**src/rtl/bcd_pkg.sv**
```systemverilog
// Shared definitions for the binary-to-BCD converter and the 7-segment stages.
// Holds nibble width, converter FSM states, digit sizing helper and segment codes.
package bcd_pkg;

    localparam int BCD_NIB_W = 4;

    typedef enum logic {
        IDLE = 1'b0,
        CONV = 1'b1
    } b2b_state_t;

    // Smallest digit count d with 10**d >= 2**bin_w.
    function automatic int bcd_digits_needed(input int bin_w);
        longint unsigned pow2;
        longint unsigned p10;
        int              d;
        pow2 = 64'd1 << bin_w;
        p10  = 64'd1;
        d    = 0;
        for (int i = 0; i < 20; i++) begin
            if (p10 < pow2) begin
                p10 = p10 * 64'd10;
                d   = d + 1;
            end
        end
        return d;
    endfunction

    // Active-high segments, bit order {g,f,e,d,c,b,a}.
    localparam logic [6:0] SEG_CODE [10] = '{
        7'h3F, 7'h06, 7'h5B, 7'h4F, 7'h66,
        7'h6D, 7'h7D, 7'h07, 7'h7F, 7'h6F
    };

endpackage

```
**src/rtl/bcd_add3.sv**
```systemverilog
// Double-dabble nibble correction: adds 3 to any nibble of 5 or more.
// Ports: i_nib = scratch nibble in, o_nib = corrected nibble out.
module bcd_add3
    import bcd_pkg::*;
(
    input  logic [BCD_NIB_W-1:0] i_nib,
    output logic [BCD_NIB_W-1:0] o_nib
);

    assign o_nib = (i_nib >= 4'd5) ? (i_nib + 4'd3) : i_nib;

endmodule

```
**src/rtl/bin_to_bcd_seq.sv**
```systemverilog
// Sequential double-dabble converter, one add-3/shift step per clock.
// Ports: clk, rst (sync high), start/bin in; busy, done pulse, packed bcd out.
module bin_to_bcd_seq
    import bcd_pkg::*;
#(
    parameter int BIN_W  = 8,
    parameter int DIGITS = 3
) (
    input  logic                      clk,
    input  logic                      rst,
    input  logic                      start,
    input  logic [BIN_W-1:0]          bin,
    output logic                      busy,
    output logic                      done,
    output logic [BCD_NIB_W*DIGITS-1:0] bcd
);

    localparam int SCR_W = BCD_NIB_W * DIGITS;
    localparam int CNT_W = $clog2(BIN_W + 1);
    localparam int SR_W  = SCR_W + BIN_W;

    if (DIGITS < bcd_digits_needed(BIN_W)) begin : g_bad_digits
        $error("bin_to_bcd_seq: DIGITS too small for BIN_W");
    end

    b2b_state_t       r_state;
    b2b_state_t       w_state_nxt;
    logic [BIN_W-1:0] r_bin;
    logic [SCR_W-1:0] r_scr;
    logic [CNT_W-1:0] r_cnt;
    logic [SCR_W-1:0] r_bcd;
    logic             r_done;
    logic [SCR_W-1:0] w_adj;
    logic [SR_W-1:0]  w_nxt;
    logic             w_last;
    logic             w_accept;
    logic             w_step;

    for (genvar g = 0; g < DIGITS; g++) begin : g_add3
        bcd_add3 u_add3 (
            .i_nib (r_scr[g*BCD_NIB_W +: BCD_NIB_W]),
            .o_nib (w_adj[g*BCD_NIB_W +: BCD_NIB_W])
        );
    end

    // Corrected scratch and remaining binary shift together as one word.
    assign w_nxt  = {w_adj, r_bin} << 1;
    assign w_last = (r_cnt == CNT_W'(BIN_W - 1));

    always_ff @(posedge clk) begin
        if (rst) r_state <= IDLE;
        else     r_state <= w_state_nxt;
    end

    always_comb begin
        w_state_nxt = r_state;
        unique case (r_state)
            IDLE:    if (start)  w_state_nxt = CONV;
            CONV:    if (w_last) w_state_nxt = IDLE;
            default: w_state_nxt = IDLE;
        endcase
    end

    always_comb begin
        busy     = (r_state == CONV);
        w_accept = (r_state == IDLE) && start;
        w_step   = (r_state == CONV);
    end

    always_ff @(posedge clk) begin
        if (rst) begin
            r_bin  <= '0;
            r_scr  <= '0;
            r_cnt  <= '0;
            r_bcd  <= '0;
            r_done <= 1'b0;
        end else begin
            r_done <= 1'b0;
            if (w_accept) begin
                r_bin <= bin;
                r_scr <= '0;
                r_cnt <= '0;
            end else if (w_step) begin
                r_scr <= w_nxt[SR_W-1:BIN_W];
                r_bin <= w_nxt[BIN_W-1:0];
                r_cnt <= r_cnt + 1'b1;
                if (w_last) begin
                    r_bcd  <= w_nxt[SR_W-1:BIN_W];
                    r_done <= 1'b1;
                end
            end
        end
    end

    assign done = r_done;
    assign bcd  = r_bcd;

endmodule
```
**config.mk**
```make
export PLATFORM = sky130hd
export DESIGN_NAME = bin_to_bcd_seq
export DESIGN_NICKNAME = d
export VERILOG_FILES = /design/src/rtl/bcd_pkg.sv /design/src/rtl/bcd_add3.sv /design/src/rtl/bin_to_bcd_seq.sv
export SDC_FILE = /design/constraint.sdc
export NUM_CORES = 1
export LEC_CHECK = 0
export BUFFER_PORTS_ARGS = -buffer_cell sky130_fd_sc_hd__buf_4
export CAP_MARGIN = 0
export CORE_MARGIN = 5
export CORE_UTILIZATION = 46
export DETAILED_ROUTE_END_ITERATION = 10
export GPL_ROUTABILITY_DRIVEN = 0
export HOLD_SLACK_MARGIN = 0.03
export MAX_ROUTING_LAYER = met4
export PLACE_DENSITY = 0.7
export SYNTH_ARGS = -nofsm -noshare
export SYNTH_HDL_FRONTEND = slang
export SYNTH_SLANG_ARGS = --single-unit
export TNS_END_PERCENT = 100
```
**constraint.sdc**
```tcl
create_clock -name clk -period 1.5 [get_ports clk]
set_input_delay 0.075 -clock clk [delete_from_list [all_inputs] [get_ports clk]]
set_output_delay 0.075 -clock clk [all_outputs]
set_load 0.1 [all_outputs]
```
==> summary.txt, run 1 <==
TNS Setup -> 0 ns
Vias in the first global route -> 1359
Worst-Margin Slew -> 0.460 ns
Inserted Clock Buffers -> 5
Post-Syn Area per Cell -> 8.86 um2
Sw Share -> 24.4%
Wirelength per Cell -> 12.4 um
CP max-delay cell -> dfxtp_2
Min cycle time layout -> 1.44 ns
Initial Utilization -> 47.2%
Maximum clock rate -> 696 MHz
Via/cell ratio -> 5.18
Seq/Total Area, Yosys -> 44.0%
Port Buffer Count -> 24
Buffers & Inverters on Critical Path -> 1
Later-pin clock latency in the skew report -> 0.28 ns
Cell breakdown of the critical path -> inv_1 > ha_2 > nand2b_4 > a21o_1 > a222oi_1 > nor3_1
Part of the cycle the worst path needs -> 95.8%
Syn_nets -> 213
RSZ-0062 raised after global routing -> no
Die area -> 5080 um2
Comb power frac -> 10.2%
Post-synth EDFFs -> 0
DR DRC count -> 0
Post-Synthesis Cells -> 195
Routed Antenna Nets -> 0
Grt total ovfl -> 0
Max-Cap Viols -> 0
Start-to-end type of the worst setup path -> flop to flop
Setup Skew -> 0.00680 ns
Synth Warn # -> 0
Largest net degree at the start of global routing -> 23
Status -> finished clean
Design area -> 2110 um2
Crit start category -> flop
Largest stage delay on the critical path -> 0.33 ns
Clk pwr share -> 36.4%
CP delay by family, top -> compound AO/OA/AOI/OAI gates
Placed Area -> 1990 um2
WP data required -> 1.67 ns
Wirelength, routed -> 3.42 mm
Depth of the CTS H-tree -> 2
Initial antenna violation count -> 0
NetSw -> 0.480 mW
Tot GR Track Use -> 14.9%
Final slew viol count -> 0
Nets -> 244
Clk buf depth -> 2
Crit path max fanout -> 5
DR vias -> 1425
Number of diodes -> 0
Share of layout cells above drive strength 1 -> 24.2%
Most frequent cells in the layout -> dfxtp_1 (32), buf_4 (32), nor2_1 (23)
Post-Syn Area -> 1730 um2
Sequential power share -> 53.4%
Slew headroom -> 69.3%
Asr flop ratio synth -> 0%
Die Y -> 71.3 um
CTS clk-pin slew, worst paths -> 0.07 ns
Iteration-0 DRC Markers -> 85
# resized after CTS -> 0
Leak -> 0.864 nW
DRT Pass-1 Iters -> 4
Post-CTS setup buffer count -> 0
Root buf cell -> clkbuf_8
Worst vdd ir -> 0.502 mV
CTS tree -> done
Pwr Total -> 1.97 mW
P_int -> 1.49 mW
Final Hold Viols -> 0
Hold_buf cts -> 0
Io pins -> 25
Final setup fails -> 0
Filler Cell Count -> 347
Synth unique cells -> 35
Sum of net half-perimeters after detailed placement -> 2.54 mm
Core ar. -> 3660 um2
First-pass GRT wire length -> 6.03 mm
Worst hold path type -> input port to flop
Row Count -> 22
Syn-to-layout area delta -> 22.0%
Critical path arrival -> 1.61 ns
Die W -> 71.3 um
Ys flop type -> dfxtp_1
#FFs+latches synth -> 38
PD cells -> 932 nW/um2
# clock sinks -> 38
Critical Path Sink Type -> flop
## cell type report
type / instances / area, um2 / share of cell area (%)
tap: 48 / 60.1 / 2.85
sequential: 38 / 773 / 36.7
multi-input combinational: 137 / 888 / 42.1
inverter: 11 / 43.8 / 2.08
timing repair buffer: 33 / 251 / 11.9
clock inverter: 1 / 5.00 / 0.237
clock buffer: 7 / 86.3 / 4.09
## synth_stat cells (all sizes together), types with 2 or more instances
| cell | instances | area (um2) |
|---|---|---|
| a21oi | 20 | 119 |
| nor2b | 2 | 12.5 |
| o21ai | 15 | 82.6 |
| a22o | 4 | 35.0 |
| xor2 | 2 | 17.5 |
| inv | 11 | 43.8 |
| ha | 7 | 87.6 |
| dfxtp | 38 | 761 |
| nand2b | 3 | 21.3 |
| mux2i | 13 | 130 |
| buf | 9 | 47.6 |
| nand3 | 3 | 15.0 |
| nand2 | 16 | 60.1 |
| a211oi | 2 | 15.0 |
| xnor2 | 4 | 35.0 |
| nor2 | 23 | 86.3 |
| nor3b | 3 | 22.5 |
| o2bb2ai | 2 | 17.5 |
| and3 | 2 | 12.5 |
| a21o | 3 | 22.5 |
| a31oi | 2 | 12.5 |
| nor3 | 5 | 25.0 |
## registers in the layout, indices dropped and copies added (netlist names)
register  flops
r_cnt         4
busy          1
bcd          12
r_scr        12
done          1
r_bin         8
## routing by layer
metal	vias up	share of wire [%]	track usage (%)
li1	735	-	-
met1	661	47	18.9
met2	24	49	23.7
met3	5	3.4	3.37
met4	0	1.2	4.38
met5	-	0	-
## stage by stage
stage	std cells	hold WS, ns	setup slack [ns]	utilization, %
2_1_floorplan	195	0.270	0.0163	-
3_3_place_gp	267	0.350	0.0887	54.3
3_5_place_dp	267	0.351	0.0388	54.3
4_1_cts	275	0.0451	0.0194	56.8
5_1_grt	275	0.0455	0.00736	57.6
6_report	275	0.0464	0.0637	57.6
## logic make-up (layout without fill, tap and decap cells)
family	after synthesis	after routing	synth area share (%)
AND/OR/NAND/NOR	61	61	16.4
AO/OA/AOI/OAI	50	50	18.6
flip-flops	38	38	44.0
buffers and inverters	20	52	5.29
multiplexers	13	13	7.53
adder cells (fa/ha/maj)	7	7	5.07
XOR/XNOR	6	6	3.04
## power groups by stage
stage                     combinational, mW  sequential [mW]  clock, mW
after floorplan                       0.129             1.08          0
after global placement                0.193             1.07          0
after detailed placement              0.195             1.07          0
after CTS                             0.196             1.05      0.736
after global routing                  0.222             1.05      0.785
final                                 0.201             1.05      0.716
## path summary, 6_finish.rpt
check | endpoint | from | cells after the start | slack, ns
setup / recovery | r_scr[10]$_SDFFE_PP0P_ | r_scr[9]$_SDFFE_PP0P_ | 6 | 0.06
hold / removal | r_bin[1]$_SDFFE_PP0P_ | rst | 2 | 0.05
setup reg to reg | r_scr[10]$_SDFFE_PP0P_ | r_scr[9]$_SDFFE_PP0P_ | 6 | 0.06
hold reg to reg | bcd[7]$_SDFFE_PP0P_ | bcd[7]$_SDFFE_PP0P_ | 2 | 0.45
Power figures use the tool's default switching activity.
==> run 2, diff against run 1 <==
Settings changed: BUFFER_PORTS_ARGS -buffer_cell sky130_fd_sc_hd__buf_4 to -buffer_cell sky130_fd_sc_hd__buf_2, RECOVER_POWER from default to 50.
==> run 2 against run 1 <==
  * Design area decreased by 1.4%
  * Fmax increased by 0.18%
  * Sequential power about the same
  * Clock skew decreased by 0.0013 ns
  * Critical path type unchanged
==> summary.txt, run 2 (synthesized netlist as in run 1, its figures left out) <==
Tot GR Track Use -> 14.9% (about the same)
Cell breakdown of the critical path -> inv_1 > ha_2 > inv_1 > a21o_1 > a222oi_1 > nor3_1
Nets -> 246 (+0.82%)
Max-Cap Viols -> 0 (unchanged)
First-pass GRT wire length -> 5.76 mm (-4.5%)
Worst hold path type -> input port to flop
DRT Pass-1 Iters -> 4 (unchanged)
Grt total ovfl -> 0 (unchanged)
Vias in the first global route -> 1270 (-6.5%)
Final setup fails -> 0 (unchanged)
Depth of the CTS H-tree -> 2 (unchanged)
Via/cell ratio -> 4.97 (-4.1%)
Slew headroom -> 63.5% (-5.9 points)
Initial Utilization -> 47.2% (unchanged)
Largest net degree at the start of global routing -> 28 (+22%)
RSZ-0062 raised after global routing -> yes
Share of layout cells above drive strength 1 -> 23.6% (-0.65 points)
Critical Path Sink Type -> flop
WP data required -> 1.67 ns (about the same)
Routed Antenna Nets -> 0 (unchanged)
Largest stage delay on the critical path -> 0.33 ns (about the same)
Worst vdd ir -> 0.583 mV (+16%)
Most common cell type on the critical path -> inv_1
Cells on Worst Hold Path -> 3 (+1)
Final instance count without filler cells -> 277 (+0.73%)
Crit start category -> flop
Pwr Total -> 2.10 mW (+6.8%)
Die W -> 71.3 um (unchanged)
Row Count -> 22 (unchanged)
Final slew viol count -> 0 (unchanged)
Worst-Margin Slew -> 0.548 ns (+0.0882 ns)
# clock sinks -> 38 (unchanged)
Number of diodes -> 0 (unchanged)
Port Buffer Count -> 24 (unchanged)
CP delay by family, top -> compound AO/OA/AOI/OAI gates
Die area -> 5080 um2 (unchanged)
Reg2reg start -> r_scr[9]$_SDFFE_PP0P_
Final core occ -> 56.8% (-0.79 points)
Io pins -> 25 (unchanged)
Syn-to-layout area delta -> 20.3%
End of the worst hold path -> r_bin[0]$_SDFFE_PP0P_
Iteration-0 DRC Markers -> 68 (-20%)
Core ar. -> 3660 um2 (unchanged)
Root buf cell -> clkbuf_8
Final Hold Viols -> 0 (unchanged)
Buffers & Inverters on Critical Path -> 2 (+1)
Later-pin clock latency in the skew report -> 0.29 ns (about the same)
Setup Skew -> 0.00549 ns (-0.00131 ns)
Crit Reg-Reg Endpoint -> r_scr[10]$_SDFFE_PP0P_
Inserted Clock Buffers -> 5 (unchanged)
Status -> finished clean
DR vias -> 1376 (-3.4%)
Critical path arrival -> 1.60 ns (about the same)
Crit path max fanout -> 3 (-2)
Most common cell after layout, fill and taps aside -> dfxtp_1
Maximum clock rate -> 697 MHz (+0.18%)
Hold path startpoint -> bin[0]
CTS clk-pin slew, worst paths -> 0.07 ns (about the same)
Worst R2R Path Depth -> 6 (unchanged)
CTS tree -> done
DR DRC count -> 0 (unchanged)
# placed instances -> 268 (+0.37%)
Wirelength per Cell -> 12.4 um (-0.66%)
Min cycle time layout -> 1.43 ns (-0.00259 ns)
Part of the cycle the worst path needs -> 95.6% (-0.17 points)
Initial antenna violation count -> 0 (unchanged)
Wirelength, routed -> 3.43 mm (about the same)
Filler Cell Count -> 325 (-6.3%)
Die Y -> 71.3 um (unchanged)
Most frequent cells in the layout -> dfxtp_1 (34), nor2_1 (23), a21oi_1 (17)
Start-to-end type of the worst setup path -> flop to flop
Leak -> 0.860 nW (-0.53%)
Worst R2R Setup Slack -> 0.07 ns (about the same)
Clk buf depth -> 2 (unchanged)
Sum of net half-perimeters after detailed placement -> 2.35 mm (-7.3%)
PD cells -> 1010 nW/um2 (+8.3%)
CP max-delay cell -> dfxtp_2
-- run 2: cell types whose count changed in the layout (fill, tap and decap cells not counted), sizes merged --
cell	change
clkbuf	+14
buf	-12
bufinv	+1
clkinv	-1
-- run 2: layout make-up --
cell class | instances | area (um2) | area share (%)
clock buffers | 7 | 76.3 | 3.67
multi-input cells | 137 | 888 | 42.7
inverters | 11 | 43.8 | 2.11
well taps | 48 | 60.1 | 2.89
flip-flops and latches | 38 | 766 | 36.8
clock inverters | 1 | 30.0 | 1.44
repair buffers | 35 | 215 | 10.3
-- run 2: worst max path at each step --
stage	startpoint	to	slack, ns	depth (start not counted)
finish	r_scr[9]$_SDFFE_PP0P_	r_scr[10]$_SDFFE_PP0P_	0.07	6
global route	r_scr[9]$_SDFFE_PP0P_	r_scr[10]$_SDFFE_PP0P_	-0.04	6
CTS	r_scr[9]$_SDFFE_PP0P_	r_scr[10]$_SDFFE_PP0P_	0.007	6
detailed placement	r_scr[9]$_SDFFE_PP0P_	r_scr[10]$_SDFFE_PP0P_	0.04	6
global placement	r_scr[9]$_SDFFE_PP0P_	r_scr[10]$_SDFFE_PP0P_	0.08	6
floorplan	busy$_SDFF_PP0_	bcd[9]$_SDFFE_PP0P_	0.02	4
-- run 2: timing repair --
| action | in CTS | in global routing |
|---|---|---|
| hold buffers | 0 | 0 |
| hold endpoints to repair | 0 | 0 |
| pin swaps | 2 | 1 |
| endpoints found under the setup margin | 1 | 4 |
| gates resized for setup | 1 | 5 |
| setup buffers | 1 | 0 |
-- run 2: worst reg2reg max path, stage by stage (launching register included) --
cell and delay, ns:
dfxtp_2 0.33, inv_1 0.07, ha_2 0.31, inv_1 0.06, a21o_1 0.17, a222oi_1 0.30
nor3_1 0.08
-- run 2: layer usage --
| metal | global-route usage, % | wire length, um | vias up |
|---|---|---|---|
| li1 | - | - | 740 |
| met1 | 18.1 | 1720 | 610 |
| met2 | 21.8 | 1490 | 21 |
| met3 | 5.05 | 158 | 5 |
| met4 | 7.52 | 63 | 0 |
| met5 | - | 0 | - |
-- run 2: per-stage QoR --
step           setup WS [ns]  instance area (um2)  TNS (ns)  hold WS (ns)
2_1_floorplan         0.0163                 1730         0         0.270
3_3_place_gp          0.0817                 1950         0         0.361
3_5_place_dp          0.0390                 1950         0         0.380
4_1_cts              0.00744                 2070         0        0.0657
5_1_grt              -0.0399                 2080   -0.0743        0.0922
6_report              0.0663                 2080         0        0.0706
-- run 2: report_power, final --
group	internal [mW]	total, mW	switching [mW]
Sequential	1.03	1.05	0.0157
Combinational	0.0820	0.201	0.119
Clock	0.498	0.850	0.353
